File: config.mk
export PLATFORM = sky130hd
export DESIGN_NAME = multicycle_datapath
export DESIGN_NICKNAME = d
export VERILOG_FILES = /design/src/rtl/multicycle_datapath.sv
export SDC_FILE = /design/constraint.sdc
export NUM_CORES = 2
export LEC_CHECK = 0
export CORE_ASPECT_RATIO = 0.9
export CORE_MARGIN = 2
export CORE_UTILIZATION = 34
export DETAILED_ROUTE_END_ITERATION = 6
export SLEW_MARGIN = 10
export SYNTH_ARGS = -nofsm -noshare
export SYNTH_HDL_FRONTEND = slang
export SYNTH_SLANG_ARGS = --single-unit
File: constraint.sdc
create_clock -name clk -period 4.7 [get_ports clk]
set_clock_uncertainty 0.2 [all_clocks]
set_input_delay 0.94 -clock clk [delete_from_list [all_inputs] [get_ports clk]]
set_output_delay 0.94 -clock clk [all_outputs]
set_load 0.02 [all_outputs]
File: src/rtl/multicycle_datapath.sv
// Multi-cycle RV32 core: datapath and control FSM sharing one memory port for
// fetch and data access. Each memory state waits for mem_ready before it completes.
module multicycle_datapath #(
   parameter int unsigned      WIDTH     = 32,
   parameter logic [WIDTH-1:0] RESET_PC  = '0,
   parameter int unsigned      REG_COUNT = 32
) (
   input  logic             clk,
   input  logic             reset,
   output logic             mem_req,
   output logic             mem_we,
   output logic [WIDTH-1:0] mem_addr,
   output logic [WIDTH-1:0] mem_wdata,
   input  logic             mem_ready,
   input  logic [WIDTH-1:0] mem_rdata,
   input  logic [4:0]       Debug_Source_select,
   output logic [WIDTH-1:0] Debug_out,
   output logic [WIDTH-1:0] PC,
   output logic             Zero,
   output logic             retire,
   output logic             halted
);

   localparam int unsigned      IdxW     = $clog2(REG_COUNT);
   localparam bit               FullFile = (REG_COUNT == 32);
   localparam logic [WIDTH-1:0] Four     = WIDTH'(4);

   typedef enum logic [3:0] {
      StFetch, StDecode, StMemAdr, StMemRd, StMemWb, StMemWr,
      StExecR, StExecI, StAluWb, StBranch, StJal, StTrap
   } state_e;

   state_e           state_q, state_d;
   logic [31:0]      ir_q;
   logic [WIDTH-1:0] a_q, b_q, alu_q, mdr_q, pc_q;
   logic             zero_q;
   logic [WIDTH-1:0] regs_q [REG_COUNT];

   logic [6:0]       opcode, funct7;
   logic [4:0]       rd, rs1, rs2;
   logic [2:0]       funct3;
   logic             is_r, is_addi, is_lw, is_sw, is_beq, is_jal;
   logic [WIDTH-1:0] imm, alu_y, pc_next, rs1_val, rs2_val, rf_wdata;
   logic             rf_we;

   assign opcode = ir_q[6:0];
   assign rd     = ir_q[11:7];
   assign funct3 = ir_q[14:12];
   assign rs1    = ir_q[19:15];
   assign rs2    = ir_q[24:20];
   assign funct7 = ir_q[31:25];

   // Instruction classification; anything not matched here traps in DECODE.
   always_comb begin
      is_r    = (opcode == 7'b0110011) &&
                ((funct7 == 7'b0000000 && (funct3 == 3'b000 || funct3 == 3'b111 ||
                                            funct3 == 3'b110 || funct3 == 3'b010)) ||
                 (funct7 == 7'b0100000 && funct3 == 3'b000));
      is_addi = (opcode == 7'b0010011) && (funct3 == 3'b000);
      is_lw   = (opcode == 7'b0000011) && (funct3 == 3'b010);
      is_sw   = (opcode == 7'b0100011) && (funct3 == 3'b010);
      is_beq  = (opcode == 7'b1100011) && (funct3 == 3'b000);
      is_jal  = (opcode == 7'b1101111);
   end

   // Sign-extended immediate selected by instruction format.
   always_comb begin
      case (opcode)
         7'b0100011: imm = {{(WIDTH-12){ir_q[31]}}, ir_q[31:25], ir_q[11:7]};
         7'b1100011: imm = {{(WIDTH-13){ir_q[31]}}, ir_q[31], ir_q[7], ir_q[30:25],
                            ir_q[11:8], 1'b0};
         7'b1101111: imm = {{(WIDTH-21){ir_q[31]}}, ir_q[31], ir_q[19:12], ir_q[20],
                            ir_q[30:21], 1'b0};
         default:    imm = {{(WIDTH-12){ir_q[31]}}, ir_q[31:20]};
      endcase
   end

   // Register file reads: x0 and out-of-range indices read as zero.
   always_comb begin
      rs1_val   = '0;
      rs2_val   = '0;
      Debug_out = '0;
      if (rs1 != 5'd0 && (FullFile || !rs1[4])) rs1_val = regs_q[rs1[IdxW-1:0]];
      if (rs2 != 5'd0 && (FullFile || !rs2[4])) rs2_val = regs_q[rs2[IdxW-1:0]];
      if (Debug_Source_select != 5'd0 && (FullFile || !Debug_Source_select[4])) begin
         Debug_out = regs_q[Debug_Source_select[IdxW-1:0]];
      end
   end

   // ALU: address/addi add by default, R-type op in EXEC_R, compare in BRANCH.
   always_comb begin
      alu_y = a_q + imm;
      if (state_q == StExecR) begin
         case (funct3)
            3'b111:  alu_y = a_q & b_q;
            3'b110:  alu_y = a_q | b_q;
            3'b010:  begin
               alu_y    = '0;
               alu_y[0] = $signed(a_q) < $signed(b_q);
            end
            default: alu_y = funct7[5] ? (a_q - b_q) : (a_q + b_q);
         endcase
      end else if (state_q == StBranch) begin
         alu_y = a_q - b_q;
      end
   end

   // Next-state logic plus memory port, retire and register write controls.
   always_comb begin
      state_d  = state_q;
      mem_req  = 1'b0;
      mem_we   = 1'b0;
      mem_addr = pc_q;
      retire   = 1'b0;
      rf_we    = 1'b0;
      rf_wdata = alu_q;
      case (state_q)
         StFetch: begin
            mem_req = 1'b1;
            if (mem_ready) state_d = StDecode;
         end
         StDecode: begin
            if (is_lw || is_sw)  state_d = StMemAdr;
            else if (is_r)       state_d = StExecR;
            else if (is_addi)    state_d = StExecI;
            else if (is_beq)     state_d = StBranch;
            else if (is_jal)     state_d = StJal;
            else                 state_d = StTrap;
         end
         StMemAdr: state_d = is_lw ? StMemRd : StMemWr;
         StMemRd: begin
            mem_req  = 1'b1;
            mem_addr = alu_q;
            if (mem_ready) state_d = StMemWb;
         end
         StMemWb: begin
            retire   = 1'b1;
            rf_we    = 1'b1;
            rf_wdata = mdr_q;
            state_d  = StFetch;
         end
         StMemWr: begin
            mem_req  = 1'b1;
            mem_we   = 1'b1;
            mem_addr = alu_q;
            if (mem_ready) begin
               retire  = 1'b1;
               state_d = StFetch;
            end
         end
         StExecR, StExecI: state_d = StAluWb;
         StAluWb: begin
            retire  = 1'b1;
            rf_we   = 1'b1;
            state_d = StFetch;
         end
         StBranch: begin
            retire  = 1'b1;
            state_d = StFetch;
         end
         StJal: begin
            retire   = 1'b1;
            rf_we    = 1'b1;
            rf_wdata = pc_q + Four;
            state_d  = StFetch;
         end
         StTrap:  state_d = StTrap;
         default: state_d = StFetch;
      endcase
      // No request may escape while reset is held, even combinationally.
      if (!reset) mem_req = 1'b0;
   end

   // PC update on retirement: taken branch and jal are PC-relative.
   always_comb begin
      pc_next = pc_q + Four;
      if (state_q == StJal || (state_q == StBranch && a_q == b_q)) pc_next = pc_q + imm;
   end

   // FSM state register.
   always_ff @(posedge clk or negedge reset) begin
      if (!reset) state_q <= StFetch;
      else        state_q <= state_d;
   end

   // Datapath registers: IR, operands, ALU result, memory data, PC and Zero.
   always_ff @(posedge clk or negedge reset) begin
      if (!reset) begin
         ir_q   <= '0;
         a_q    <= '0;
         b_q    <= '0;
         alu_q  <= '0;
         mdr_q  <= '0;
         pc_q   <= RESET_PC;
         zero_q <= 1'b0;
      end else begin
         if (state_q == StFetch && mem_ready) ir_q <= mem_rdata[31:0];
         if (state_q == StDecode) begin
            a_q <= rs1_val;
            b_q <= rs2_val;
         end
         if (state_q inside {StMemAdr, StExecR, StExecI}) alu_q <= alu_y;
         if (state_q == StMemRd && mem_ready) mdr_q <= mem_rdata;
         if (state_q inside {StExecR, StExecI, StBranch}) zero_q <= (alu_y == '0);
         if (retire) pc_q <= pc_next;
      end
   end

   // Architectural register file; x0 and out-of-range writes are dropped.
   always_ff @(posedge clk or negedge reset) begin
      if (!reset) begin
         for (int i = 0; i < int'(REG_COUNT); i++) regs_q[i] <= '0;
      end else if (rf_we && rd != 5'd0 && (FullFile || !rd[4])) begin
         regs_q[rd[IdxW-1:0]] <= rf_wdata;
      end
   end

   assign mem_wdata = b_q;
   assign PC        = pc_q;
   assign Zero      = zero_q;
   assign halted    = (state_q == StTrap);

endmodule

==> flow_summary.yaml <==
status:
  status: "completed"
setup_path:
  cp.arrival_ns: 3.53
  start_kind: "input port"
  crit_type: "in -> out"
  endpoint_kind: "output port"
  critPathRequiredTime_ns: 3.56
  cp_max_fo: 12
timing:
  worst_slew_pin_slew_ns: 1.21
  worst_slack_ns: 0.0327
  timing.final.hold_violations: 0
  fmax_mhz: 214
  layout_min_cycle_time_ns: 4.67
  rsz0062_at_grt: "yes"
  setup_viol: 0
  slew_violations: 0
  maxSlewHeadroom_pct: 18.8
  finalCritPeriodShare_pct: 99.3
pwr:
  p_leak_nw: 36.6
  powerDensity_nw_per_um2: 249
  finalPower_mw: 22.6
  pwr-share-comb_pct: 3.0
  power.switching_mw: 5.36
  peakVddDrop_mv: 0.300
  p_clk_share_pct: 50.5
  internal-power_mw: 17.2
  pwr-share-seq_pct: 46.5
  swShare_pct: 23.7
routing:
  wire_per_inst_um: 29.1
  num_vias: 64122
  drc: 0
  drtAntennaViolNets: 0
  drt-vias-per-instance: 6.18
  wl_um: 301000
  drt_iter0_markers: 8049
  drt-pass1-iter-count: 6
floorplanning:
  fp-row-count: 166
  dieHeight_um: 458
  start_util_pct: 34.2
  fp.dieArea_um2: 233000
  io_pins: 173
  coreArea_um2: 227000
  fp.dieW_um: 508
cells_and_area:
  final_cell_mix: "1,211 x dfrtp_1, 842 x mux4_2, 728 x nor2_1"
  nNetsFinal: 7432
  syn2layout_area_growth_pct: 16.4
  drive_gt1_share_pct: 25.7
  final_common_cell: "dfrtp_1"
  post-route-util_pct: 39.8
  fin_cells: 10370
  fillCellCount: 21634
global_routing:
  grt_pass1_vias: 62974
  grt_start_max_net_pins: 167
  grt_overflow_total: 0
  grt_usage_pct: 25.6
  antenna_found_initial: 13
  grt_first_pass_wirelength_um: 439000
placed_design:
  io_buffers: 172
  dp.cells: 10100
  gp_congestion: 0.970
  dp_hpwl_um: 197000
  dp_slack_ns: -0.333
clocking:
  clk_latency_ns: 0.85
  htree_levels: 4
  cts_root_buffer: "clkbuf_16"
  cts_sinks: 1221
  tritoncts: "done"
  clk_transition_reported_paths_ns: 0.05
  clock_path_buffers: 3
  cts_made_buffers: 142
logic_synthesis:
  yosys_warnings: 0
  synth_seq_cells: 1221
  synth_fp_nets: 7389
  ys_dominant_reg_cell: "dfrtp_1"
  ys_types: 94
  ys_async_sr_fraction_pct: 100
  syn_inst: 7184
  syn_avg_cell_area_um2: 10.8
  synth-seq-area-share_pct: 39.3
  syn_area_um2: 77800
  synth-edff-count: 0
hold_path:
  hp-class: "reg -> reg"
run:
  maxCapViolCount: 0
-- repair_timing --
item                       4_1_cts  5_1_grt
pin swaps                        0       22
gates cloned                     0        1
gates resized for setup         10       61
hold buffers                     1        0
buffers inserted                 3        3
setup endpoints to repair       38       16
hold endpoints to repair        11        0
-- stage by stage --
stage | hold slack, ns | area (µm²) | TNS, ns
2_1_floorplan | 0.258 | 77800 | 0
3_3_place_gp | 0.194 | 85400 | -0.459
3_5_place_dp | 0.204 | 85400 | -0.695
4_1_cts | 0.216 | 90300 | -0.0594
5_1_grt | 0.225 | 90600 | -0.182
6_report | 0.217 | 90600 | 0
-- worst max-delay path, stage by stage --
cell and delay, ns:
buf_8 0.20, buf_12 0.21, buf_4 0.16, mux4_2 0.50, mux4_2 0.51, mux2i_1 0.19
nor2_1 0.16, clkdlybuf4s50_1 0.60
-- power groups by stage --
stage                     sequential [mW]  combinational [mW]  clock [mW]
after floorplan                      10.7               0.232           0
after global placement               10.7               0.672           0
after detailed placement             10.7               0.676           0
after CTS                            10.5               0.679        11.6
after global routing                 10.5               0.727        12.0
final                                10.5               0.673        11.4
-- final timing paths --
| kind | from | endpoint | slack [ns] | cells after the start |
|---|---|---|---|---|
| max in group asynchronous | reset | regs_q[226] | 1.83 | 4 |
| max reg2reg | a_q[8] | Zero | 0.05 | 16 |
| min | regs_q[1012] | regs_q[1012] | 0.22 | 0 |
| min in group asynchronous | reset | regs_q[598] | 0.44 | 2 |
| min reg2reg | regs_q[1012] | regs_q[1012] | 0.22 | 0 |
| max | Debug_Source_select[0] | Debug_out[9] | 0.03 | 8 |
-- cell families after synthesis --
family / synth area share [%]
adder cells (fa/ha/maj): 2.69
XOR/XNOR: 1.41
AO/OA/AOI/OAI: 14.1
multiplexers: 28.8
AND/OR/NAND/NOR: 9.56
buffers and inverters: 4.13
flip-flops: 39.3
-- synth_stat cells, drive strengths merged, types with 5 or more instances --
cell type  instances  area, µm²
nor3              64        320
a221oi            68        602
clkbuf           576       2160
and4               7       61.3
or3               16        100
buf              138        588
a311oi             6       52.6
a211o             11       97.6
a22oi              7       52.6
a31oi             22        153
xor2              35        307
a31o               6       52.6
o21bai            16        120
nand3             56        280
a22o              13        114
o21ai            680       3410
nand4             26        163
nor4              17        125
nor3b              5       37.5
ha               161       2010
or2                8       50.1
or4                7       56.3
and3              17        106
a211oi            44        350
nand2b            32        200
o32ai             31        272
a21boi             5       37.5
o41ai              5       51.3
dfrtp           1221      30600
o21a              13       97.6
o221ai            24        210
o31ai             31        253
inv              121        454
nor2             738       2770
xnor2             90        788
mux2             184       2070
mux4             842      19000
nand2            715       2680
o211ai            15        113
mux2i            140       1400
a221o              6       60.1
o22ai            109        688
a21o              49        368
a21oi            690       3460
nor2b             58        363
-- registers in the layout (all words and copies together) (netlist names) --
name       cells
mem_wdata     32
a_q           32
mdr_q         32
state_q        4
ir_q          32
regs_q      1024
Zero           1
PC            32
alu_q         32
-- routing by layer --
metal	up-vias	track usage (%)	share of wire, %
met1	32637	35.0	40
li1	26924	-	-
met2	3768	38.3	44
met5	-	0	0.055
met3	787	6.37	11
met4	6	11.5	5.1
-- final cells by class --
cell class	count	area [µm²]	area share, %
timing repair buffer	613	5880	6.49
clock buffer	200	4070	4.50
tap	3024	3780	4.18
sequential	1221	30600	33.8
multi-input combinational	5126	45100	49.8
inverter	123	462	0.510
clock inverter	57	706	0.779
antenna	6	15.0	0.0166
Note: power is estimated with default switching activity, not from simulation.
